`config.mk`:
```
export PLATFORM = sky130hd
export DESIGN_NAME = dice_result_capture
export DESIGN_NICKNAME = d
export VERILOG_FILES = /design/src/rtl/dice_result_capture.sv
export SDC_FILE = /design/constraint.sdc
export NUM_CORES = 1
export LEC_CHECK = 0
export ABC_CLOCK_PERIOD_IN_PS = 1800
export BUFFER_PORTS_ARGS = -buffer_cell sky130_fd_sc_hd__buf_2
export CAP_MARGIN = 15
export CELL_PAD_IN_SITES_DETAIL_PLACEMENT = 0
export CELL_PAD_IN_SITES_GLOBAL_PLACEMENT = 2
export CORE_MARGIN = 3
export CORE_UTILIZATION = 29
export CTS_BUF_LIST = sky130_fd_sc_hd__clkbuf_4 sky130_fd_sc_hd__clkbuf_8
export CTS_CLUSTER_SIZE = 30
export DETAILED_ROUTE_END_ITERATION = 7
export GPL_ROUTABILITY_DRIVEN = 0
export GPL_TIMING_DRIVEN = 0
export PLACE_DENSITY_LB_ADDON = 0.1
export SLEW_MARGIN = 20
export SYNTH_ARGS = -nofsm -noshare
export SYNTH_HDL_FRONTEND = slang
export SYNTH_SLANG_ARGS = --single-unit
```
`constraint.sdc`:
```
create_clock -name clk -period 1.8 [get_ports clk]
set_input_delay 0 -clock clk [delete_from_list [all_inputs] [get_ports clk]]
set_output_delay 0 -clock clk [all_outputs]
set_load 0.02 [all_outputs]
```
`src/rtl/dice_result_capture.sv`:
```
`default_nettype none
// ============================================================================
// Module   : dice_result_capture
// Brief    : Watches the dice button/throw bus, captures the settled face and
//            keeps score, roll count, doubles and bad-face status.
//            Optional macro DICE_HIST_EN builds per-face histogram counters.
// Revision : 1.0 - initial release
// ============================================================================
module dice_result_capture #(
    parameter int SETTLE_CYCLES = 4,
    parameter int SCORE_W       = 8
) (
    input  logic               clk,
    input  logic               rst,
    input  logic               button,
    input  logic [2:0]         throw,
    output logic [2:0]         result,
    output logic               result_valid,
    output logic               rolling,
    output logic [SCORE_W-1:0] score,
    output logic [7:0]         roll_count,
    output logic               double_flag,
    output logic               bad_throw,
    input  logic [2:0]         hist_sel,
    output logic [7:0]         hist_count
);

    localparam int c_CNT_W = (SETTLE_CYCLES > 1) ? $clog2(SETTLE_CYCLES) : 1;
    localparam logic [c_CNT_W-1:0] c_CNT_LAST  = c_CNT_W'(SETTLE_CYCLES - 1);
    localparam logic [SCORE_W-1:0] c_SCORE_MAX = '1;

    localparam logic [1:0] c_ST_IDLE    = 2'd0;
    localparam logic [1:0] c_ST_ROLLING = 2'd1;
    localparam logic [1:0] c_ST_SETTLE  = 2'd2;
    localparam logic [1:0] c_ST_CAPTURE = 2'd3;

    logic [1:0]         r_state;
    logic [1:0]         w_state_nxt;
    logic [c_CNT_W-1:0] r_cnt;
    logic [c_CNT_W-1:0] w_cnt_nxt;
    logic [2:0]         r_shadow;
    logic [2:0]         w_shadow_nxt;
    logic               w_capture;
    logic               w_face_ok;
    logic [SCORE_W:0]   w_sum;

    logic [2:0]         r_result;
    logic               r_result_valid;
    logic               r_rolling;
    logic [SCORE_W-1:0] r_score;
    logic [7:0]         r_roll_count;
    logic               r_double;
    logic               r_bad;
    logic               r_have_prev;
    logic [7:0]         w_hist;

    // w_capture marks the edge that enters CAPTURE, so the captured values
    // are already visible during the single CAPTURE cycle.
    always_comb begin
        w_state_nxt  = r_state;
        w_cnt_nxt    = r_cnt;
        w_shadow_nxt = r_shadow;
        w_capture    = 1'b0;
        case (r_state)
            c_ST_IDLE: begin
                if (button) begin
                    w_state_nxt = c_ST_ROLLING;
                end
            end
            c_ST_ROLLING: begin
                if (!button) begin
                    w_state_nxt  = c_ST_SETTLE;
                    w_cnt_nxt    = '0;
                    w_shadow_nxt = throw;
                end
            end
            c_ST_SETTLE: begin
                if (button) begin
                    w_state_nxt = c_ST_ROLLING;
                end else if (throw != r_shadow) begin
                    w_shadow_nxt = throw;
                    w_cnt_nxt    = '0;
                end else if (r_cnt == c_CNT_LAST) begin
                    w_state_nxt = c_ST_CAPTURE;
                    w_capture   = 1'b1;
                end else begin
                    w_cnt_nxt = r_cnt + 1'b1;
                end
            end
            c_ST_CAPTURE: begin
                w_state_nxt = c_ST_IDLE;
            end
            default: begin
                w_state_nxt = c_ST_IDLE;
            end
        endcase
    end

    assign w_face_ok = (r_shadow != 3'd0) && (r_shadow != 3'd7);
    // One extra bit holds the carry used for saturation.
    assign w_sum     = {1'b0, r_score} + {{(SCORE_W-2){1'b0}}, r_shadow};

    always_ff @(posedge clk) begin
        if (!rst) begin
            r_state        <= c_ST_IDLE;
            r_cnt          <= '0;
            r_shadow       <= 3'd0;
            r_result       <= 3'd0;
            r_result_valid <= 1'b0;
            r_rolling      <= 1'b0;
            r_score        <= '0;
            r_roll_count   <= 8'd0;
            r_double       <= 1'b0;
            r_bad          <= 1'b0;
            r_have_prev    <= 1'b0;
        end else begin
            r_state        <= w_state_nxt;
            r_cnt          <= w_cnt_nxt;
            r_shadow       <= w_shadow_nxt;
            r_rolling      <= (w_state_nxt == c_ST_ROLLING) || (w_state_nxt == c_ST_SETTLE);
            r_result_valid <= w_capture && w_face_ok;
            r_double       <= w_capture && w_face_ok && r_have_prev && (r_shadow == r_result);
            if (w_capture) begin
                if (w_face_ok) begin
                    r_result     <= r_shadow;
                    r_roll_count <= r_roll_count + 8'd1;
                    r_score      <= w_sum[SCORE_W] ? c_SCORE_MAX : w_sum[SCORE_W-1:0];
                    r_have_prev  <= 1'b1;
                end else begin
                    r_bad <= 1'b1;
                end
            end
        end
    end

`ifdef DICE_HIST_EN
    logic [6:1][7:0] r_hist;

    always_ff @(posedge clk) begin
        if (!rst) begin
            r_hist <= '0;
        end else begin
            for (int i = 1; i <= 6; i++) begin
                if (w_capture && (r_shadow == i[2:0]) && (r_hist[i] != 8'hFF)) begin
                    r_hist[i] <= r_hist[i] + 8'd1;
                end
            end
        end
    end

    always_comb begin
        w_hist = 8'd0;
        case (hist_sel)
            3'd1:    w_hist = r_hist[1];
            3'd2:    w_hist = r_hist[2];
            3'd3:    w_hist = r_hist[3];
            3'd4:    w_hist = r_hist[4];
            3'd5:    w_hist = r_hist[5];
            3'd6:    w_hist = r_hist[6];
            default: w_hist = 8'd0;
        endcase
    end
`else
    logic w_unused_hist_sel;

    assign w_unused_hist_sel = ^hist_sel;
    assign w_hist            = 8'd0;
`endif

    assign result       = r_result;
    assign result_valid = r_result_valid;
    assign rolling      = r_rolling;
    assign score        = r_score;
    assign roll_count   = r_roll_count;
    assign double_flag  = r_double;
    assign bad_throw    = r_bad;
    assign hist_count   = w_hist;

endmodule
`default_nettype wire
```
Word level (Yosys, flattened, before mapping)
Cells that the tools add are included.
{ "totals": {"regBits": 31, "out_inout_bits": 31, "elab_cells": 60} }
{ "classes": {"addsub": 3, "n_reduce_logical": 12, "muxes": 20, "eq_ne": 13, "bitwise": 1} }
{ "ops": {"columns": ["cell", "count"], "rows": [
  ["$mux 2", 9],
  ["$add 8x3->9", 1],
  ["$mux 3", 3],
  ["$add 8x1->8 const B", 1],
  ["$eq 2x2->1 const B", 4],
  ["$mux 8", 1],
  ["$pmux 2 s4", 1],
  ["$reduce_and 4->1", 2],
  ["$ne 2x2->1 const B", 3],
  ["$ne 3x3->1 const B", 2],
  ["$pmux 3 s2", 1],
  ["$eq 2x1->1 const B", 2],
  ["$logic_and 1x1->1", 4],
  ["$mux 1", 4],
  ["$pmux 2 s2", 1],
  ["$reduce_and 2->1", 2],
  ["$eq 3x3->1", 1],
  ["$ne 3x3->1", 1],
  ["$reduce_bool 3->1", 1],
  ["$add 2x1->2 const B", 1],
  ["$logic_not 2->1", 1],
  ["$reduce_bool 2->1", 1],
  ["$logic_or 1x1->1", 1],
  ["$not 1->1", 1]
]} }

Depth between registers and ports, before layout
Gate-level depths: netlist of run 1.
{ "logic_depth": {"word_depth": 8, "mapped_depth": 7} }

Worst setup path before layout of run 1
OpenSTA, ideal clock, no wires.
{ "synth_timing": {"kind": "reg2reg", "start": "register r_score[0] (netlist: score[0])", "end": "register r_score[3] (netlist: score[3])", "period_less_slack_ps": 1796, "required_time_ps": 1667, "setup_ps": 133, "path_slack_ps": 4, "arrival_ps": 1663, "path_stages_with_launch": 7, "path_buffers": 0, "path_cell_list": "dfxtp_1 ha_1 fa_1 a21oi_1 nor3_1 and4b_1 nor3_1"} }
{ "synth_via": {"elab_chain_len": 2} }
{ "synth_lines": {"columns": ["element", "line_no", "rtl"], "rows": [
  ["start, declared", "50", "logic [SCORE_W-1:0] r_score;"],
  ["start signal, assigned", "127", "r_score <= w_sum[SCORE_W] ? c_SCORE_MAX : w_sum[SCORE_W-1:0];"],
  ["$add 8x3->9", "101", "assign w_sum = {1'b0, r_score} + {{(SCORE_W-2){1'b0}}, r_shadow};"],
  ["$mux 8", "127", null]
]} }
No other way between the ends.
A chain may end at the register's enable or synchronous reset.

Worst setup path in the final report of run 1
{ "layout_timing": {"start": "register r_state[1]", "end": "register r_score[3] (netlist: score[3])"} }
{ "layout_via": {"elab_chain_len": 3} }
{ "layout_lines": {"columns": ["element", "line_no", "rtl"], "rows": [
  ["start, declared", "37", "logic [1:0] r_state;"],
  ["start signal, assigned", "105", "r_state <= c_ST_IDLE;"],
  ["start signal, assigned", "117", "r_state <= w_state_nxt;"],
  ["$eq 2x2->1", "64", "case (r_state)"],
  ["$mux 1", "64", null],
  ["$reduce_and 2->1 (no line)", null, null]
]} }
No other way between the ends.

==> results of run 1 <==
-- metrics by stage --
stage	total power, uW	instances	hold WS (ps)	area (um^2)	utilization [%]
2_1_floorplan	823.1	198	136.0	1698	-
3_3_place_gp	856.0	298	299.1	1928	34.80
3_5_place_dp	856.7	298	285.5	1928	34.80
4_1_cts	1438	311	27.62	2085	37.62
5_1_grt	1509	316	55.13	2235	40.33
6_report	1433	316	35.21	2235	40.33
-- registers in the layout (all words and copies together), names as in the netlist --
name          cells
rolling           1
bad_throw         1
score             8
r_state           2
r_cnt             2
r_shadow          3
result_valid      1
roll_count        8
r_have_prev       1
result            3
double_flag       1
-- layout make-up --
class	count	area, um^2	area share, %
buffer	19	140.1	6.271
sequential	31	624.3	27.94
clock buffer	7	83.83	3.751
inverter	5	18.77	0.8399
clock inverter	1	5.005	0.2240
timing repair buffer	39	237.7	10.64
tap	72	90.09	4.031
multi-input combinational	142	1035	46.30
-- final timing paths --
kind / depth (start not counted) / endpoint
setup / recovery: 7 / score[3]$_SDFFE_PN0P_
hold / removal: 3 / roll_count[4]$_SDFFE_PN0P_
setup reg to reg: 7 / score[3]$_SDFFE_PN0P_
hold reg to reg: 2 / roll_count[7]$_SDFFE_PN0P_
-- repair_timing --
| item | in CTS | in global routing |
|---|---|---|
| setup endpoints to repair | 21 | 20 |
| resized for setup | 4 | 26 |
| endpoints found under the hold margin | 1 | 0 |
| cloned | 1 | 1 |
| hold buffers | 1 | 0 |
| pin swaps | 3 | 3 |
| buffers inserted | 3 | 5 |
-- critical path, stage by stage (launching register included) --
cell and delay [ps]:
dfxtp_2 320, buf_6 100, or3b_4 380, buf_6 140, nor3_4 270, buf_4 210
and4b_1 180, nor3_1 40
-- power by group through the flow --
stage | Clock [uW] | Combinational, uW | Sequential [uW]
after CTS | 591 | 150 | 697
final | 563 | 169 | 701
after global routing | 623 | 185 | 701
after global placement | 0 | 143 | 713
after detailed placement | 0 | 144 | 713
after floorplan | 0 | 109 | 714
-- metal layers --
| metal | wire, um | share of wire, % | GRT usage (%) | up-vias |
|---|---|---|---|---|
| li1 | - | - | - | 763 |
| met1 | 2040 | 46 | 16.76 | 712 |
| met2 | 2109 | 48 | 22.94 | 28 |
| met3 | 191 | 4.3 | 3.399 | 7 |
| met4 | 54 | 1.2 | 4.983 | 0 |
| met5 | 0 | 0 | 0 | - |
-- cells by family (layout without fill, tap and decap cells) --
logic type / Yosys count / after routing / share of synthesized area, %
AO/OA/AOI/OAI: 33 / 33 / 13.62
XOR/XNOR: 12 / 12 / 7.635
AND/OR/NAND/NOR: 78 / 78 / 24.78
other: 1 / 8 / 0.2243
multiplexers: 5 / 5 / 2.994
flip-flops: 31 / 31 / 37.13
adder cells (fa/ha/maj): 6 / 6 / 4.940
buffers and inverters: 25 / 71 / 8.682
-- synth_stat cells, types with 2 or more instances --
cell      count  area share [%]
a21oi_1      11             3.3
nor4_1        6             2.2
a211oi_1      5             2.2
nand3_1       6             1.8
nor2_1       24             5.4
xnor2_1       6             3.1
clkbuf_1      4            0.90
and4b_1       2             1.2
nand2_1      16             3.6
nand3b_1      2            0.90
ha_1          5             3.7
mux2i_1       5             3.0
xor2_1        3             1.6
xnor2_2       3             2.9
a31oi_1       2            0.75
nand2b_1      2            0.75
buf_2         5             1.5
o311ai_0      2             1.0
dfxtp_1      31              37
nor3b_1       2            0.90
inv_1         5             1.1
nor3_1        5             1.5
o21ai_0       5             1.5
buf_4        10             4.5
nand4_1       4             1.5
-- cells in the final DEF (no fill, tap or decap), types with 5 or more instances in the layout --
| cell | count |
|---|---|
| mux2i_1 | 5 |
| nor2_1 | 24 |
| clkbuf_8 | 5 |
| nand3_1 | 6 |
| dfxtp_1 | 28 |
| ha_1 | 5 |
| xnor2_1 | 6 |
| o21ai_0 | 5 |
| nand2_1 | 15 |
| buf_4 | 18 |
| conb_1 | 8 |
| a21oi_1 | 10 |
| buf_2 | 29 |
| inv_1 | 5 |
==> results.tsv, run 1 <==
metric	value	unit
startpoint	r_state[1]$_SDFF_PN0_	
vias_per_cell	4.778	
yosysWarnings	0	
rsz0062_at_grt	yes	
drtIter0Drc	26	
fin_ws	10.16	ps
cts_sinks	31	
r2r_start	r_state[1]$_SDFF_PN0_	
hold_path_class	in -> reg	
ioPinCount	40	
finalSetupTns	0	ps
min_from	rst	
synth.avg_cell_area	8.752	um^2
seqPwrFrac	48.9	%
switchingPower	372.7	uW
clk_latency	280	ps
swShare	26.00	%
hold_viol	0	
antenna_found_initial	0	
cp_max_fo	6	
cp_data_required_time	1940	ps
synth_seq_cells	31	
synthArstFlopShare	0	%
max_cap_viol_count	0	
die_w	81.92	um
crit_type	reg -> reg	
grt_overflow_total	0	
cts_buffer_depth	2	
area_growth	33.68	%
routedWlPerCell	13.91	um
power.share.combinational	11.8	%
p_per_area	641.3	nW/um^2
start_util	30.17	%
port_buffers	28	
synth-edff-count	0	
grt_max_degree	11	
core	5540	um^2
cts_made_buffers	5	
dieArea	6711	um^2
ant_nets	0	
h-tree-depth	2	
antenna_cells	0	
finalClockSkew	6.255	ps
pwr-share-clk	39.3	%
slew_headroom	59.18	%
critPathLaunchType	register	
dr.pass1.iters	4	
dp_hpwl	3.019	mm
ys_types	45	
n_fill_cell	602	
leakage	0.0009640	uW
ctsRootBufferMaster	clkbuf_8	
synthFlopType	dfxtp_1	
status	completed	
row_count	27	
peakVddDrop	0.2979	mV
vias	1510	
fmaxAchievable	0.5587	GHz
drv_slew	0	
drt_wl_total	4.395	mm
mappedNetlistArea	1672	um^2
min_period_over_period	99.44	%
seq_area_frac_synth	37.13	%
worst_setup_path_end_kind	register	
drive_above_1_share	34.02	%
finalCriticalPeriod	1790	ps
drc_errors	0	
syn_inst	191	
tightest_slew	612.4	ps
setup_violations	0	
fin_nets	258	
cp.arrival	1930	ps
path_clk_slew	70	ps
dpl_worst_slack	-219.6	ps
cts_tree	done	
p_int	1060	uW
grtUsageTotal	13.64	%
grt_pass1_wl	6.955	mm
regToRegSetupSlack	10	ps
grt_pass1_vias	1436	
die_h	81.92	um
Note: power is estimated with default switching activity, not from simulation.
==> run 2: changes to the inputs <==
==> constraint.sdc (replaced) <==
create_clock -name clk -period 1.8 [get_ports clk]
set_input_delay 0 -clock clk [delete_from_list [all_inputs] [get_ports clk]]
set_output_delay 0 -clock clk [all_outputs]
set_load 0.1 [all_outputs]
==> run 2 against run 1 <==
  * Flip-flop and latch count is the same
  * Design area increased by 4.8%
  * First-iteration DRC count increased by 38%
  * Worst setup slack better by 1.9 ps
  * Global-route usage about the same
  * Utilization increased by 1.9 points
  * Largest cell class unchanged
  * Combinational power increased by 52%
==> results.tsv, run 2 (synthesis gave the netlist of run 1 again) <==
metric	value	unit
peakVddDrop	0.3513	mV
dp_hpwl	3.011	mm
cp.arrival	1920	ps
cts_tree	done	
fmaxAchievable	0.5593	GHz
fin_ws	12.03	ps
hold_path_class	in -> reg	
drv_slew	0	
status	completed	
finalClockSkew	6.697	ps
fin_nets	263	
dr.pass1.iters	4	
drtIter0Drc	36	
cts_made_buffers	5	
dpl_cell_area	1947	um^2
ant_nets	0	
p_per_area	677.9	nW/um^2
antenna_found_initial	0	
die_h	81.92	um
finalCriticalPeriod	1788	ps
grt_pass1_wl	6.996	mm
clk_latency	280	ps
worst_setup_path_end_kind	register	
cp_max_fo	8	
crit_type	reg -> reg	
port_buffers	28	
slew_headroom	58.87	%
dpl_worst_slack	-236.8	ps
ioPinCount	40	
leakage	0.001012	uW
routedWlPerCell	13.97	um
setup_violations	0	
min_period_over_period	99.33	%
rsz0062_at_grt	yes	
ctsRootBufferMaster	clkbuf_8	
grt_pass1_vias	1435	
final_common_cell	buf_2	
critPathLaunchType	register	
dieArea	6711	um^2
finalCoreUtilization	42.28	%
area_growth	40.12	%
row_count	27	
drc_errors	0	
final_cell_mix	28 x buf_2, 24 x nor2_1, 20 x buf_4	
h-tree-depth	2	
tightest_slew	617.0	ps
grt_overflow_total	0	
core	5540	um^2
drive_above_1_share	39.76	%
vias_per_cell	4.813	
start_util	30.17	%
finalInstanceArea	2342	um^2
cts_buffer_depth	2	
die_w	81.92	um
max_cap_viol_count	0	
grt_max_degree	11	
hold_viol	0	
grtUsageTotal	13.66	%
drt_wl_total	4.483	mm
vias	1545	
cp_data_required_time	1930	ps
antenna_cells	0	
cts_sinks	31	
path_clk_slew	70	ps
-- run 2: cell count changes in the layout (fill, tap and decap cells not counted), moves of 2 or more --
| cell | delta |
|---|---|
| clkbuf_8 | +2 |
| clkbuf_4 | -2 |
| dfxtp_1 | -13 |
| buf_4 | +2 |
| buf_6 | +4 |
| dfxtp_2 | +12 |
-- run 2: what timing repair did --
item / in CTS / in global routing
gates cloned: 0 / 1
resized for setup: 6 / 31
setup endpoints to repair: 21 / 20
pin swaps: 2 / 11
setup buffers: 3 / 11
endpoints found under the hold margin: 1 / 0
hold buffers: 1 / 0
-- run 2: worst paths after layout --
kind                            slack, ps                         end                     start  cells past startpoint
worst max register to register         10       score[6]$_SDFFE_PN0P_  r_shadow[1]$_SDFFE_PN0P_                      8
worst min-delay path                   30  roll_count[4]$_SDFFE_PN0P_                       rst                      3
worst min register to register        470    r_have_prev$_SDFFE_PN0P_  r_have_prev$_SDFFE_PN0P_                      2
worst max-delay path                   10       score[6]$_SDFFE_PN0P_  r_shadow[1]$_SDFFE_PN0P_                      8
-- run 2: final cells by class --
class | count | area [um^2]
Sequential cell | 31 | 643.1
Tap cell | 72 | 90.09
Multi-Input combinational cell | 142 | 1041
Clock buffer | 8 | 103.9
Buffer | 19 | 150.1
Timing Repair Buffer | 44 | 295.3
Fill cell | 566 | 3198
Inverter | 5 | 18.77
-- run 2: where the power goes --
group	internal [uW]	switching (uW)
sequential	693	7.32
combinational	79.8	178
clock	364	266
total	1140	451
-- run 2: per-layer routing --
metal  vias to the layer above  part of all wire, %  track usage (%)
li1                        778                    -                -
met1                       733                   47            16.81
met4                         0                 0.94            4.983
met5                         -                    0                0
met3                         5                  3.3            3.180
met2                        29                   49            23.10
-- run 2: stage by stage --
step           setup TNS (ps)  std cells  total power [uW]  hold slack (ps)
2_1_floorplan          -79.50        198             889.4            136.0
3_3_place_gp            -2625        298             922.2            296.7
3_5_place_dp            -3493        298             923.5            301.1
4_1_cts                     0        310              1567            20.25
5_1_grt                -746.1        321              1659            47.71
6_report                    0        321              1588            28.12
-- run 2: worst max-delay path, stage by stage, from the launching register on --
cell and delay [ps]:
dfxtp_2 380, buf_6 160, xnor2_4 140, nand4_4 190
nor3_4 320, buf_6 180, buf_12 100, buf_4 100
a211oi_1 60
